[src/rtl/mm_cmd_issuer.sv]
// -----------------------------------------------------------------------------
// mm_cmd_issuer
//
// Host-side initiator for the matrix-multiply controller. Host commands
// (dimensions plus A/B/P base addresses) are queued in a small FIFO. The
// commands are then issued one at a time over a four-phase start/valid
// handshake:
//   IDLE -> (pop) -> REQ  : start_o high until valid_i is sampled high
//   REQ  -> ACK           : start_o low, wait for valid_i to drop
//   ACK  -> RSP           : response presented until rsp_ready_i
//   RSP  -> IDLE
// The response carries the number of cycles start_o was high.
//
// Optional feature macro: MM_CMD_ZERO_CHECK_EN
//   When defined, a popped command with m, k or n equal to zero is not
//   issued. It is answered straight from IDLE with rsp_err_o=1 and
//   rsp_cycles_o=0. When undefined, every command is issued and rsp_err_o
//   is tied low.
//
// Address width comes from the ADDR_WIDTH macro (normally defined in def.v).
// The local fallback below only applies when no definition is present.
//
// Parameters:
//   FIFO_DEPTH  command FIFO entries (power of two, >= 2)
//   CNT_WIDTH   width of the saturating busy-cycle counter
//
// Ports:
//   clk_i, rst_i                     clock, synchronous active-high reset
//   cmd_valid_i / cmd_ready_o        host command handshake (ready = not full)
//   cmd_{m,k,n}_i                    command dimensions
//   cmd_base_{a,b,p}_i               command base addresses
//   start_o / valid_i                controller handshake
//   m_o, k_o, n_o, base_addr{a,b,p}_o  command presented to the controller
//   rsp_valid_o / rsp_ready_i        response handshake
//   rsp_cycles_o                     cycles start_o was high for this command
//   rsp_err_o                        command rejected (zero-dimension check)
//   busy_o                           FSM not idle or FIFO non-empty
// -----------------------------------------------------------------------------
`ifndef ADDR_WIDTH
`define ADDR_WIDTH 32
`endif

module mm_cmd_issuer #(
  parameter int FIFO_DEPTH = 2,
  parameter int CNT_WIDTH  = 32
) (
  input  logic                   clk_i,
  input  logic                   rst_i,
  input  logic                   cmd_valid_i,
  output logic                   cmd_ready_o,
  input  logic [`ADDR_WIDTH-1:0] cmd_m_i,
  input  logic [`ADDR_WIDTH-1:0] cmd_k_i,
  input  logic [`ADDR_WIDTH-1:0] cmd_n_i,
  input  logic [`ADDR_WIDTH-1:0] cmd_base_a_i,
  input  logic [`ADDR_WIDTH-1:0] cmd_base_b_i,
  input  logic [`ADDR_WIDTH-1:0] cmd_base_p_i,
  output logic                   start_o,
  input  logic                   valid_i,
  output logic [`ADDR_WIDTH-1:0] m_o,
  output logic [`ADDR_WIDTH-1:0] k_o,
  output logic [`ADDR_WIDTH-1:0] n_o,
  output logic [`ADDR_WIDTH-1:0] base_addra_o,
  output logic [`ADDR_WIDTH-1:0] base_addrb_o,
  output logic [`ADDR_WIDTH-1:0] base_addrp_o,
  output logic                   rsp_valid_o,
  input  logic                   rsp_ready_i,
  output logic [CNT_WIDTH-1:0]   rsp_cycles_o,
  output logic                   rsp_err_o,
  output logic                   busy_o
);

  localparam int AW    = `ADDR_WIDTH;
  localparam int PTR_W = (FIFO_DEPTH > 1) ? $clog2(FIFO_DEPTH) : 1;

  localparam logic [PTR_W-1:0]   PTR_ONE  = PTR_W'(1);
  localparam logic [PTR_W:0]     CNT_ONE  = (PTR_W + 1)'(1);
  localparam logic [PTR_W:0]     OCC_ZERO = (PTR_W + 1)'(0);
  localparam logic [PTR_W:0]     DEPTH_C  = (PTR_W + 1)'(FIFO_DEPTH);
  localparam logic [CNT_WIDTH-1:0] BUSY_ZERO = CNT_WIDTH'(0);
  localparam logic [CNT_WIDTH-1:0] BUSY_ONE  = CNT_WIDTH'(1);
  localparam logic [CNT_WIDTH-1:0] BUSY_MAX  = {CNT_WIDTH{1'b1}};
  localparam logic [AW-1:0]      ADDR_ZERO = AW'(0);

  typedef struct packed {
    logic [AW-1:0] m;
    logic [AW-1:0] k;
    logic [AW-1:0] n;
    logic [AW-1:0] base_a;
    logic [AW-1:0] base_b;
    logic [AW-1:0] base_p;
  } cmd_t;

  typedef enum logic [1:0] {
    ST_IDLE = 2'd0,
    ST_REQ  = 2'd1,
    ST_ACK  = 2'd2,
    ST_RSP  = 2'd3
  } state_t;

  // ---------------------------------------------------------------------------
  // Command FIFO
  // ---------------------------------------------------------------------------
  cmd_t             mem_q [FIFO_DEPTH];
  logic [PTR_W-1:0] wr_ptr_q;
  logic [PTR_W-1:0] rd_ptr_q;
  logic [PTR_W:0]   count_q;
  logic [PTR_W:0]   count_d;
  logic             ready_q;

  cmd_t             cmd_in_s;
  cmd_t             head_s;
  logic             push_s;
  logic             pop_s;
  logic             empty_s;

  // ---------------------------------------------------------------------------
  // Issue FSM and registered outputs
  // ---------------------------------------------------------------------------
  state_t                state_q;
  logic                  start_q;
  logic                  rsp_valid_q;
  logic [CNT_WIDTH-1:0]  cnt_q;
  logic [AW-1:0]         m_q;
  logic [AW-1:0]         k_q;
  logic [AW-1:0]         n_q;
  logic [AW-1:0]         base_a_q;
  logic [AW-1:0]         base_b_q;
  logic [AW-1:0]         base_p_q;

`ifdef MM_CMD_ZERO_CHECK_EN
  logic                  rsp_err_q;
  logic                  zero_dim_s;
`endif

  assign cmd_in_s = '{m:      cmd_m_i,
                      k:      cmd_k_i,
                      n:      cmd_n_i,
                      base_a: cmd_base_a_i,
                      base_b: cmd_base_b_i,
                      base_p: cmd_base_p_i};

  assign head_s  = mem_q[rd_ptr_q];
  assign empty_s = (count_q == OCC_ZERO);

  // Push uses the registered ready, so a push never lands on a full FIFO.
  assign push_s = cmd_valid_i && ready_q;
  // The FSM consumes the head only from IDLE; no bypass from the input.
  assign pop_s  = (state_q == ST_IDLE) && !empty_s;

`ifdef MM_CMD_ZERO_CHECK_EN
  assign zero_dim_s = (head_s.m == ADDR_ZERO) ||
                      (head_s.k == ADDR_ZERO) ||
                      (head_s.n == ADDR_ZERO);
`endif

  // Next FIFO occupancy; a simultaneous push and pop leaves it unchanged.
  always_comb begin
    count_d = count_q;
    case ({push_s, pop_s})
      2'b10:   count_d = count_q + CNT_ONE;
      2'b01:   count_d = count_q - CNT_ONE;
      default: count_d = count_q;
    endcase
  end

  // FIFO storage write; contents are don't-care until the pointers cover them.
  always_ff @(posedge clk_i) begin
    if (push_s) begin
      mem_q[wr_ptr_q] <= cmd_in_s;
    end
  end

  // FIFO pointers, occupancy and registered ready (held low during reset).
  always_ff @(posedge clk_i) begin
    if (rst_i) begin
      wr_ptr_q <= PTR_W'(0);
      rd_ptr_q <= PTR_W'(0);
      count_q  <= OCC_ZERO;
      ready_q  <= 1'b0;
    end else begin
      if (push_s) begin
        wr_ptr_q <= wr_ptr_q + PTR_ONE;
      end
      if (pop_s) begin
        rd_ptr_q <= rd_ptr_q + PTR_ONE;
      end
      count_q <= count_d;
      ready_q <= (count_d != DEPTH_C);
    end
  end

  // Handshake FSM with all controller/response outputs registered.
  always_ff @(posedge clk_i) begin
    if (rst_i) begin
      state_q     <= ST_IDLE;
      start_q     <= 1'b0;
      rsp_valid_q <= 1'b0;
      cnt_q       <= BUSY_ZERO;
      m_q         <= ADDR_ZERO;
      k_q         <= ADDR_ZERO;
      n_q         <= ADDR_ZERO;
      base_a_q    <= ADDR_ZERO;
      base_b_q    <= ADDR_ZERO;
      base_p_q    <= ADDR_ZERO;
`ifdef MM_CMD_ZERO_CHECK_EN
      rsp_err_q   <= 1'b0;
`endif
    end else begin
      case (state_q)
        ST_IDLE: begin
          if (pop_s) begin
            // The command registers load on every pop, rejected or not.
            m_q      <= head_s.m;
            k_q      <= head_s.k;
            n_q      <= head_s.n;
            base_a_q <= head_s.base_a;
            base_b_q <= head_s.base_b;
            base_p_q <= head_s.base_p;
            cnt_q    <= BUSY_ZERO;
`ifdef MM_CMD_ZERO_CHECK_EN
            if (zero_dim_s) begin
              state_q     <= ST_RSP;
              rsp_valid_q <= 1'b1;
              rsp_err_q   <= 1'b1;
            end else begin
              state_q     <= ST_REQ;
              start_q     <= 1'b1;
              rsp_err_q   <= 1'b0;
            end
`else
            state_q <= ST_REQ;
            start_q <= 1'b1;
`endif
          end
        end

        ST_REQ: begin
          // Every REQ cycle counts, including the one that samples valid_i.
          if (cnt_q != BUSY_MAX) begin
            cnt_q <= cnt_q + BUSY_ONE;
          end
          if (valid_i) begin
            state_q <= ST_ACK;
            start_q <= 1'b0;
          end
        end

        ST_ACK: begin
          if (!valid_i) begin
            state_q     <= ST_RSP;
            rsp_valid_q <= 1'b1;
          end
        end

        ST_RSP: begin
          // valid_i is ignored here; only the host accept moves us on.
          if (rsp_ready_i) begin
            state_q     <= ST_IDLE;
            rsp_valid_q <= 1'b0;
          end
        end

        default: begin
          state_q     <= ST_IDLE;
          start_q     <= 1'b0;
          rsp_valid_q <= 1'b0;
        end
      endcase
    end
  end

  assign cmd_ready_o  = ready_q;
  assign start_o      = start_q;
  assign m_o          = m_q;
  assign k_o          = k_q;
  assign n_o          = n_q;
  assign base_addra_o = base_a_q;
  assign base_addrb_o = base_b_q;
  assign base_addrp_o = base_p_q;
  assign rsp_valid_o  = rsp_valid_q;
  assign rsp_cycles_o = cnt_q;
  // Pure OR of state and occupancy flops; both are zero out of reset.
  assign busy_o       = (state_q != ST_IDLE) || !empty_s;

`ifdef MM_CMD_ZERO_CHECK_EN
  assign rsp_err_o = rsp_err_q;
`else
  assign rsp_err_o = 1'b0;
`endif

endmodule
[config.mk]
export PLATFORM = sky130hd
export DESIGN_NAME = mm_cmd_issuer
export DESIGN_NICKNAME = d
export VERILOG_FILES = /design/src/rtl/mm_cmd_issuer.sv
export SDC_FILE = /design/constraint.sdc
export NUM_CORES = 1
export LEC_CHECK = 0
export CORE_UTILIZATION = 45
export DETAILED_ROUTE_END_ITERATION = 8
export GPL_TIMING_DRIVEN = 1
export PLACE_DENSITY = 0.74
export SETUP_SLACK_MARGIN = 0.2
export SYNTH_ARGS = -nofsm -noshare
export SYNTH_HDL_FRONTEND = slang
export SYNTH_SLANG_ARGS = --single-unit
export TNS_END_PERCENT = 5
[constraint.sdc]
create_clock -name clk_i -period 10.22 [get_ports clk_i]
set_input_delay 1.533 -clock clk_i [delete_from_list [all_inputs] [get_ports clk_i]]
set_output_delay 1.533 -clock clk_i [all_outputs]
set_load 0.05 [all_outputs]
==> run metrics, run 1 <==
Max-Cap Viols 0; hold_buf cts 0; Slew @ Worst Pin 1.03 ns; clock buffer count from CTS 61; largest area contributor in the synthesized netlist edfxtp_1; Clock Skews between 0.015 and 0.02 ns; CTS resizes 0; Switching Power about 2.6 mW; hold depth 2; Pre-antenna DRT Iters 7; Syn Inst Count 1524; # clock sinks 617; Routed Antenna Nets 0; PwrDens 268 nW/um2; Die X 224 um; worst-path fanout max 6; Register Area 16200 um2; Synth async-reset ratio 0%; Max Clk Rate 0.247 GHz; fin crit share 39.6%; sequential share of power 41.2%; drt initial violations roughly 1000; Slew HR 31.7%; worst hold slack 0.491 ns; initial antenna violation count 6; number of global-route vias before repair 13800; flop and latch count out of synthesis 617; Die H 224 um; gr ovfl total 0; # rows 80; syn nets 1728; area occupied by multi-input gates 5560 um2; clock power share slightly below 30%; gr usage total 19.6%; Synth top cells by count edfxtp_1, dfxtp_1, nor2_1; DRC viols 0; WL final 50000 um; gp weighted congestion ~0.84; nets@finish 2126; Post-CTS Setup Bufs 0; Clock Tree Buf Depth 3; Yosys cell types 56; Max VDD drop 0.199 mV; TNS Setup 0 ns; worst reg2reg path depth 7; post-synth top area share between 50% and 60%; Via density 5.24; CP startpoint kind register; Max Transition Viols Final 0; Sw Share 34.0%; detailed placement HPWL 31800 um; wire length per cell between 15 and 20 um; status completed; pin count of the biggest net entering global routing 181; clock tree root buffer cell clkbuf_16; Initial Util between 40% and 50%; Worst-Skew Late Latency 0.62 ns; fillers 3630; top cells by area, synth edfxtp_1, dfxtp_1, mux2i_1; setup violators final 0; H-tree Lvls 2; Arrival @ worst endpoint 2.51 ns; buffers added on ports 424; Yosys Warn Count 0; prevailing post-synth register cell edfxtp_1; RSZ-0062 raised after global routing false; EDFF count, synth around 380; I/O Pins 426; crit path capture type output pin; register area share after synthesis 73.0%; Clk pin slew, worst setup/hold paths roughly 0.060 ns; Final Hold Fails 0; HP Class register to register; leakage 9.49 nW; Core Region 48100 um2; Comb pwr share 29.6%; Mapped Area 22200 um2; CTS tree done; most common cell in the netlist edfxtp_1; synthesis-to-finish area growth 31.0%; WS Path Type register to output pin; Mean Syn Cell Area around 15 um2; Int Pwr 5.15 mW; Critical Path RT 8.69 ns; layout cell share with drive strength beyond 1 6.48%; via count 13800; Die ar. 50200 um2; Period minus WS final 4.05 ns; first-pass GRT wire length between 70000 and 80000 um
-- cell families after synthesis --
group / synth area share, %
flops: 73.0
other cells: 0.0169
simple gates: 6.75
mux: 8.84
buf+inv: 2.03
fa+ha+maj: 0.395
xor+xnor: 0.118
compound gates: 8.83
-- flip-flops by register name, summed over array words and instances, names as in the netlist, 2 cells and up --
| name | cells |
|---|---|
| base_addra_o | 32 |
| base_addrb_o | 32 |
| base_addrp_o | 32 |
| count_q | 2 |
| k_o | 32 |
| m_o | 32 |
| mem_q | 384 |
| n_o | 32 |
| rsp_cycles_o | 32 |
| state_q | 2 |
-- power groups by stage --
stage          clock network, mW  registers [mW]  logic (mW)
2_1_floorplan                  0            3.93       0.913
3_3_place_gp                   0            3.25        2.27
3_5_place_dp                   0            3.26        2.32
4_1_cts                     2.32            3.22        2.33
5_1_grt                     2.42            3.25        2.46
6_report                    2.27            3.22        2.30
-- placed cells by master, fill, tap and decap left out, types with 14 or more instances in the layout --
| cell | Yosys | final |
|---|---|---|
| edfxtp_1 | 384 | 384 |
| nand2_1 | 25 | 25 |
| o31ai_1 | 14 | 14 |
| nand3_1 | 16 | 16 |
| dfxtp_1 | 233 | 232 |
| clkdlybuf4s50_1 | 0 | 423 |
| or4_1 | 14 | 14 |
| a211oi_1 | 194 | 194 |
| clkbuf_16 | 0 | 62 |
| nor2_1 | 206 | 205 |
| mux2i_1 | 196 | 196 |
| a21oi_1 | 23 | 23 |
-- metal layers --
| metal | GRT usage (%) | up-vias | wire length, um |
|---|---|---|---|
| li1 | - | 6610 | - |
| met1 | 24.0 | 6655 | 20100 |
| met2 | 32.6 | 445 | 24200 |
| met3 | 7.08 | 81 | 4700 |
| met4 | 5.48 | 10 | 966 |
| met5 | 0 | - | 59 |
-- per-stage QoR --
stage	total power, mW	std cells	utilization (%)	instance area, um2	setup WS [ns]
finish	7.79	2632	60.4	29100	6.17
global route	8.14	2630	60.4	29100	6.09
CTS	7.87	2630	60.4	29100	6.14
detailed placement	5.58	2515	56.0	27000	5.85
global placement	5.52	2515	56.0	27000	5.89
floorplan	4.84	1524	-	22200	3.10
-- critical path, cell delays in order (launching register included) --
cell	delay [ns]
dfxtp_1	0.32
inv_1	0.12
ha_1	0.24
or3b_1	0.48
clkdlybuf4s50_1	0.74
-- layout make-up --
class | count | area share [%]
Timing Repair Buffer | 438 | 15.1
Inverter | 8 | 0.103
Clock inverter | 34 | 1.36
Antenna cell | 2 | 0.0172
Multi-Input combinational cell | 796 | 19.1
Tap cell | 656 | 2.82
Sequential cell | 617 | 55.7
Clock buffer | 81 | 5.79
-- path summary, 6_finish.rpt --
kind / from / end / slack, ns
max: state_q[0]$_SDFFE_PP0P_ / busy_o / 6.17
min: rsp_cycles_o[22]$_SDFFE_PP0P_ / rsp_cycles_o[22]$_SDFFE_PP0P_ / 0.49
max reg2reg: state_q[0]$_SDFFE_PP0P_ / k_o[4]$_SDFFE_PP0P_ / 6.97
min reg2reg: rsp_cycles_o[22]$_SDFFE_PP0P_ / rsp_cycles_o[22]$_SDFFE_PP0P_ / 0.49
No activity file was read; power rests on OpenSTA's default activity.
==> inputs of run 2 (changes only) <==
- PLACE_DENSITY: 0.74 -> 0.71
- clock period: 10.22 -> 4.1 ns (I/O delays scaled with it)
==> run 2 against run 1 <==
  * Worst hold slack gained 0.0037 ns
  * Non-clock buffer count grew 5
  * Routed wire length grew 1.1%
  * Total power grew 150%
  * Setup slack lost 5.2 ns
  * Highest routed layer unchanged
==> run metrics, run 2 (same netlist as run 1, synthesis figures left out) <==
status completed; Cell Chain, Critical Path inv_1 > ha_1 > or3b_1 > clkdlybuf4s50_1; Max Transition Viols Final 0; Arrival @ worst endpoint 2.54 ns; Int Pwr 12.6 mW; via count 13900; leakage 9.49 nW; nets@finish 2131; Critical path origin state_q[0]$_SDFFE_PP0P_; gr ovfl total 0; Clock Tree Buf Depth 3; layout cell share with drive strength beyond 1 roughly 6.3%; I/O Pins 426; Period minus WS final 3.16 ns; Final Hold Fails 0; WL final a little over 50000 um; buffers added on ports between 400 and 500; drt initial violations 848; initial antenna violation count 9; worst reg2reg path depth 7; CP max stage cell clkdlybuf4s50_1; Post-CTS Setup Bufs 0; max FFs per register 384; Critical Path RT 3.48 ns; Die H roughly 220 um; largest register by flop count mem_q; first-pass GRT wire length 76600 um; Comb pwr share 30.2%; pin count of the biggest net entering global routing 195; fin crit share 77.0%; Slew HR 12.9%; final std cells w/o fill 2634; r2r setup slk about 1.5 ns; Max-Cap Viols 0; HP Class register to register; # rows 80; CP startpoint kind register; DRC viols 0; sequential share of power a little over two fifths; # clock sinks 617; FF-to-FF End rsp_cycles_o[27]$_SDFFE_PP0P_; most frequent cells in the layout clkdlybuf4s50_1, edfxtp_1, dfxtp_1, nor2_1, mux2i_1; commonest non-fill, non-tap cell in the layout clkdlybuf4s50_1; crit path capture type output pin; PwrDens 660 nW/um2; H-tree Lvls 2; Clock Skews approximately 0.021 ns; Top Family by Delay on Critical Path buffers and inverters; Placed Cells incl. Taps 2520; Routed Antenna Nets 0; worst r2r src state_q[0]$_SDFFE_PP0P_; worst-path fanout max 6; CTS resizes 0; Core Region 48100 um2; Max Clk Rate 0.317 GHz; slowest stage delay, CP 0.75 ns; clock tree root buffer cell clkbuf_16; Clk pin slew, worst setup/hold paths around 0.060 ns; Ant. Diodes 0; Max VDD drop 0.479 mV; RSZ-0062 raised after global routing false; Slew @ Worst Pin 1.30 ns; number of global-route vias before repair 13600; Sw Share 34.2%; hold_buf cts 0; clock buffer count from CTS 61; TNS Setup 0 ns; crit path capture busy_o; clock power share 28.0%; synthesis-to-finish area growth 31.1%; Initial Util 46.1%; Worst-Skew Late Latency 0.61 ns; critical path depth in cells 4; wire length per cell around 19 um; hold depth 2; gr usage total just under 20%; Pre-antenna DRT Iters 5; detailed placement HPWL 32400 um; setup violators final 0; WS Path Type register to output pin; CTS tree done; Switching Power 6.56 mW; Via density between 5 and 6; Die ar. approximately 50000 um2; gp weighted congestion 0.845; worst path bufs/invs 2; Die X roughly 220 um
## run 2: changes by cell type in the layout (fill, tap and decap cells not counted), sizes merged
cell,delta
clkbuf,+3
clkinv,+5
diode,-2
bufinv,-4
buf,+5
clkinvlp,-3
inv,-2
## run 2: how the worst min path moves through the flow
stage | end | slack, ns | start
floorplan | count_q[1]$_SDFF_PP0_ | 0.49 | count_q[1]$_SDFF_PP0_
global placement | k_o[23]$_SDFFE_PP0P_ | 0.49 | k_o[23]$_SDFFE_PP0P_
detailed placement | m_o[21]$_SDFFE_PP0P_ | 0.49 | m_o[21]$_SDFFE_PP0P_
CTS | m_o[21]$_SDFFE_PP0P_ | 0.50 | m_o[21]$_SDFFE_PP0P_
global route | m_o[10]$_SDFFE_PP0P_ | 0.51 | m_o[10]$_SDFFE_PP0P_
finish | n_o[29]$_SDFFE_PP0P_ | 0.50 | n_o[29]$_SDFFE_PP0P_
## run 2: power by group through the flow
stage | logic, mW | clock network [mW] | registers, mW
2_1_floorplan | 2.28 | 0 | 9.76
3_3_place_gp | 5.71 | 0 | 8.11
3_5_place_dp | 5.80 | 0 | 8.15
4_1_cts | 5.83 | 5.51 | 8.03
5_1_grt | 6.16 | 5.74 | 8.11
6_report | 5.79 | 5.37 | 8.03
## run 2: worst min-delay path, cell delays in order (launching register included)
cell and delay (ns):
dfxtp_1 0.31, nor2_1 0.09, a211oi_1 0.05
## run 2: per-layer routing
layer  vias to the layer above  part of all wire [%]  global-route usage (%)
met1                      6738                    40                    24.0
met4                        14                   1.7                    5.04
li1                       6642                     -                       -
met5                         -                  0.16                       0
met2                       433                    49                    32.7
met3                        70                   9.1                    7.33
## run 2: layout make-up
cell class / count / area, um2
timing repair buffer: 443 / 4500
inverter: 8 / 30.0
fill: 3684 / 19100
multi-input combinational: 796 / 5570
tap: 656 / 821
sequential: 617 / 16200
clock buffer: 84 / 1720
clock inverter: 30 / 241
## run 2: stage by stage
step / setup slack [ns] / hold slack (ns) / power, mW / cell area [um2] / util [%]
6_report: 0.941 / 0.495 / 19.2 / 29100 / 60.4
3_3_place_gp: 1.45 / 0.485 / 13.8 / 27100 / 56.3
3_5_place_dp: 1.45 / 0.490 / 14.0 / 27100 / 56.3
2_1_floorplan: 0.149 / 0.492 / 12.0 / 22200 / -
5_1_grt: 0.860 / 0.511 / 20.0 / 29100 / 60.4
4_1_cts: 0.922 / 0.498 / 19.4 / 29100 / 60.4
==> inputs of run 3 (changes only) <==
- clock period: 4.1 -> 3.2 ns (I/O delays scaled with it)
==> run 3 against run 2 <==
  * Critical path depth did not move
  * Global-route usage rose by 0.31 points
  * Clock power rose by 36%
==> run metrics, run 3 (same netlist as run 1, synthesis figures left out) <==
Die X between 200 and 250 um; Max Transition Viols Final 0; largest register by flop count mem_q; Max Clk Rate 0.370 GHz; min-delay src rst_i; gr ovfl total 0; Pwr Total 25.1 mW; Post-CTS Setup Bufs 0; via count 13900; Pre-antenna DRT Iters 5; r2r setup slk 0.58 ns; worst-path fanout max 6; initial antenna violation count 7; hold_buf cts 0; Comb pwr share 30.0%; crit path capture type output pin; I/O Pins 426; H-tree Lvls 2; nets@finish 2133; clock tree root buffer cell clkbuf_16; clock buffer count from CTS 60; Sw Share 33.7%; CTS tree done; HP Class input pin to register; worst hold slack 0.221 ns; commonest non-fill, non-tap cell in the layout clkdlybuf4s50_1; buffers added on ports 424; Critical path origin state_q[0]$_SDFFE_PP0P_; WL final 51100 um; Max VDD drop approximately 0.55 mV; Slew HR around 46%; wire length per cell 19.4 um; most frequent cells in the layout clkdlybuf4s50_1, edfxtp_1, dfxtp_1, nor2_1, mux2i_1; first-pass GRT wire length 77800 um; number of global-route vias before repair 13800; layout cell share with drive strength beyond 1 6.66%; Final Hold Fails 0; CP startpoint kind register; Area after DPL 27200 um2; Initial Util 46.1%; drt initial violations 843; Clock Tree Buf Depth 3; CTS resizes 1; Die H ~220 um; Routed Antenna Nets 0; WS Path Type register to output pin; Switching Power 8.45 mW; Period minus WS final 2.71 ns; Clk pin slew, worst setup/hold paths 0.06 ns; Placed Cells incl. Taps about 2500; Slew @ Worst Pin 0.809 ns; DRC viols 0; sequential share of power 40.8%; fillers about 3600; fin area 29300 um2; PwrDens 855 nW/um2; Int Pwr 16.6 mW; Worst Slack Setup Final slightly below 0.5 ns; Core Region 48100 um2; fin crit share ~85%; setup violators final 0; DP Worst Slack 0.644 ns; Clock Skews 0.0191 ns; detailed placement HPWL ~33000 um; Arrival @ worst endpoint ~2.2 ns; Die ar. about 50000 um2; # clock sinks 617; gr usage total 19.9%; status completed; clock power share 29.2%; # rows 80; RSZ-0062 raised after global routing false; pin count of the biggest net entering global routing 161; Max-Cap Viols 0; Critical Path RT 2.72 ns; worst r2r src state_q[1]$_SDFFE_PP0P_; gp weighted congestion around 0.85; synthesis-to-finish area growth 32.1%; max FFs per register 384; Via density 5.26; final std cells w/o fill 2641; Worst-Skew Late Latency 0.62 ns; leakage 9.58 nW
-- run 3: cell count changes in the layout (fill, tap and decap cells not counted), moves of 2 or more --
cell / delta
clkinv_1: -10
buf_12: +6
clkbuf_1: +6
clkbuf_8: +5
bufinv_16: +4
clkinv_2: -4
diode_2: +4
buf_4: -3
inv_6: +2
-- run 3: worst paths after layout --
path | end | depth (start not counted)
max | busy_o | 4
min | rsp_valid_o$_SDFFE_PP0P_ | 2
max reg2reg | rsp_cycles_o[27]$_SDFFE_PP0P_ | 7
min reg2reg | n_o[26]$_SDFFE_PP0P_ | 2
-- run 3: layout make-up --
cell class | count | area (um2) | share of cell area (%)
clock inverter | 20 | 293 | 0.999
multi-input combinational | 796 | 5570 | 19.0
antenna | 4 | 10.0 | 0.0342
sequential | 617 | 16200 | 55.3
clock buffer | 94 | 1780 | 6.08
timing repair buffer | 446 | 4600 | 15.7
inverter | 8 | 30.0 | 0.102
tap | 656 | 821 | 2.80
-- run 3: critical path: stages, from the launching register on --
cell	delay (ns)
dfxtp_1	0.33
inv_1	0.12
ha_1	0.23
or3b_1	0.47
dlygate4sd2_1	0.47
-- run 3: through the flow --
step	util [%]	setup TNS [ns]
6_report	60.9	0
2_1_floorplan	-	-135.00
3_3_place_gp	56.5	0
4_1_cts	60.9	0
3_5_place_dp	56.5	0
5_1_grt	60.9	0
-- run 3: routing by layer --
layer / share of wire [%] / global-route usage [%] / vias to the layer above
li1: - / - / 6641
met1: 41 / 24.7 / 6700
met5: 0.15 / 0 / -
met3: 9.2 / 6.90 / 99
met4: 2.2 / 6.23 / 12
met2: 48 / 32.7 / 447
-- run 3: power groups by stage --
stage | Clock [mW] | Sequential [mW] | Combinational, mW
2_1_floorplan | 0 | 12.5 | 2.92
3_3_place_gp | 0 | 10.3 | 7.44
3_5_place_dp | 0 | 10.4 | 7.56
4_1_cts | 7.48 | 10.2 | 7.59
5_1_grt | 7.77 | 10.4 | 8.03
6_report | 7.31 | 10.2 | 7.53
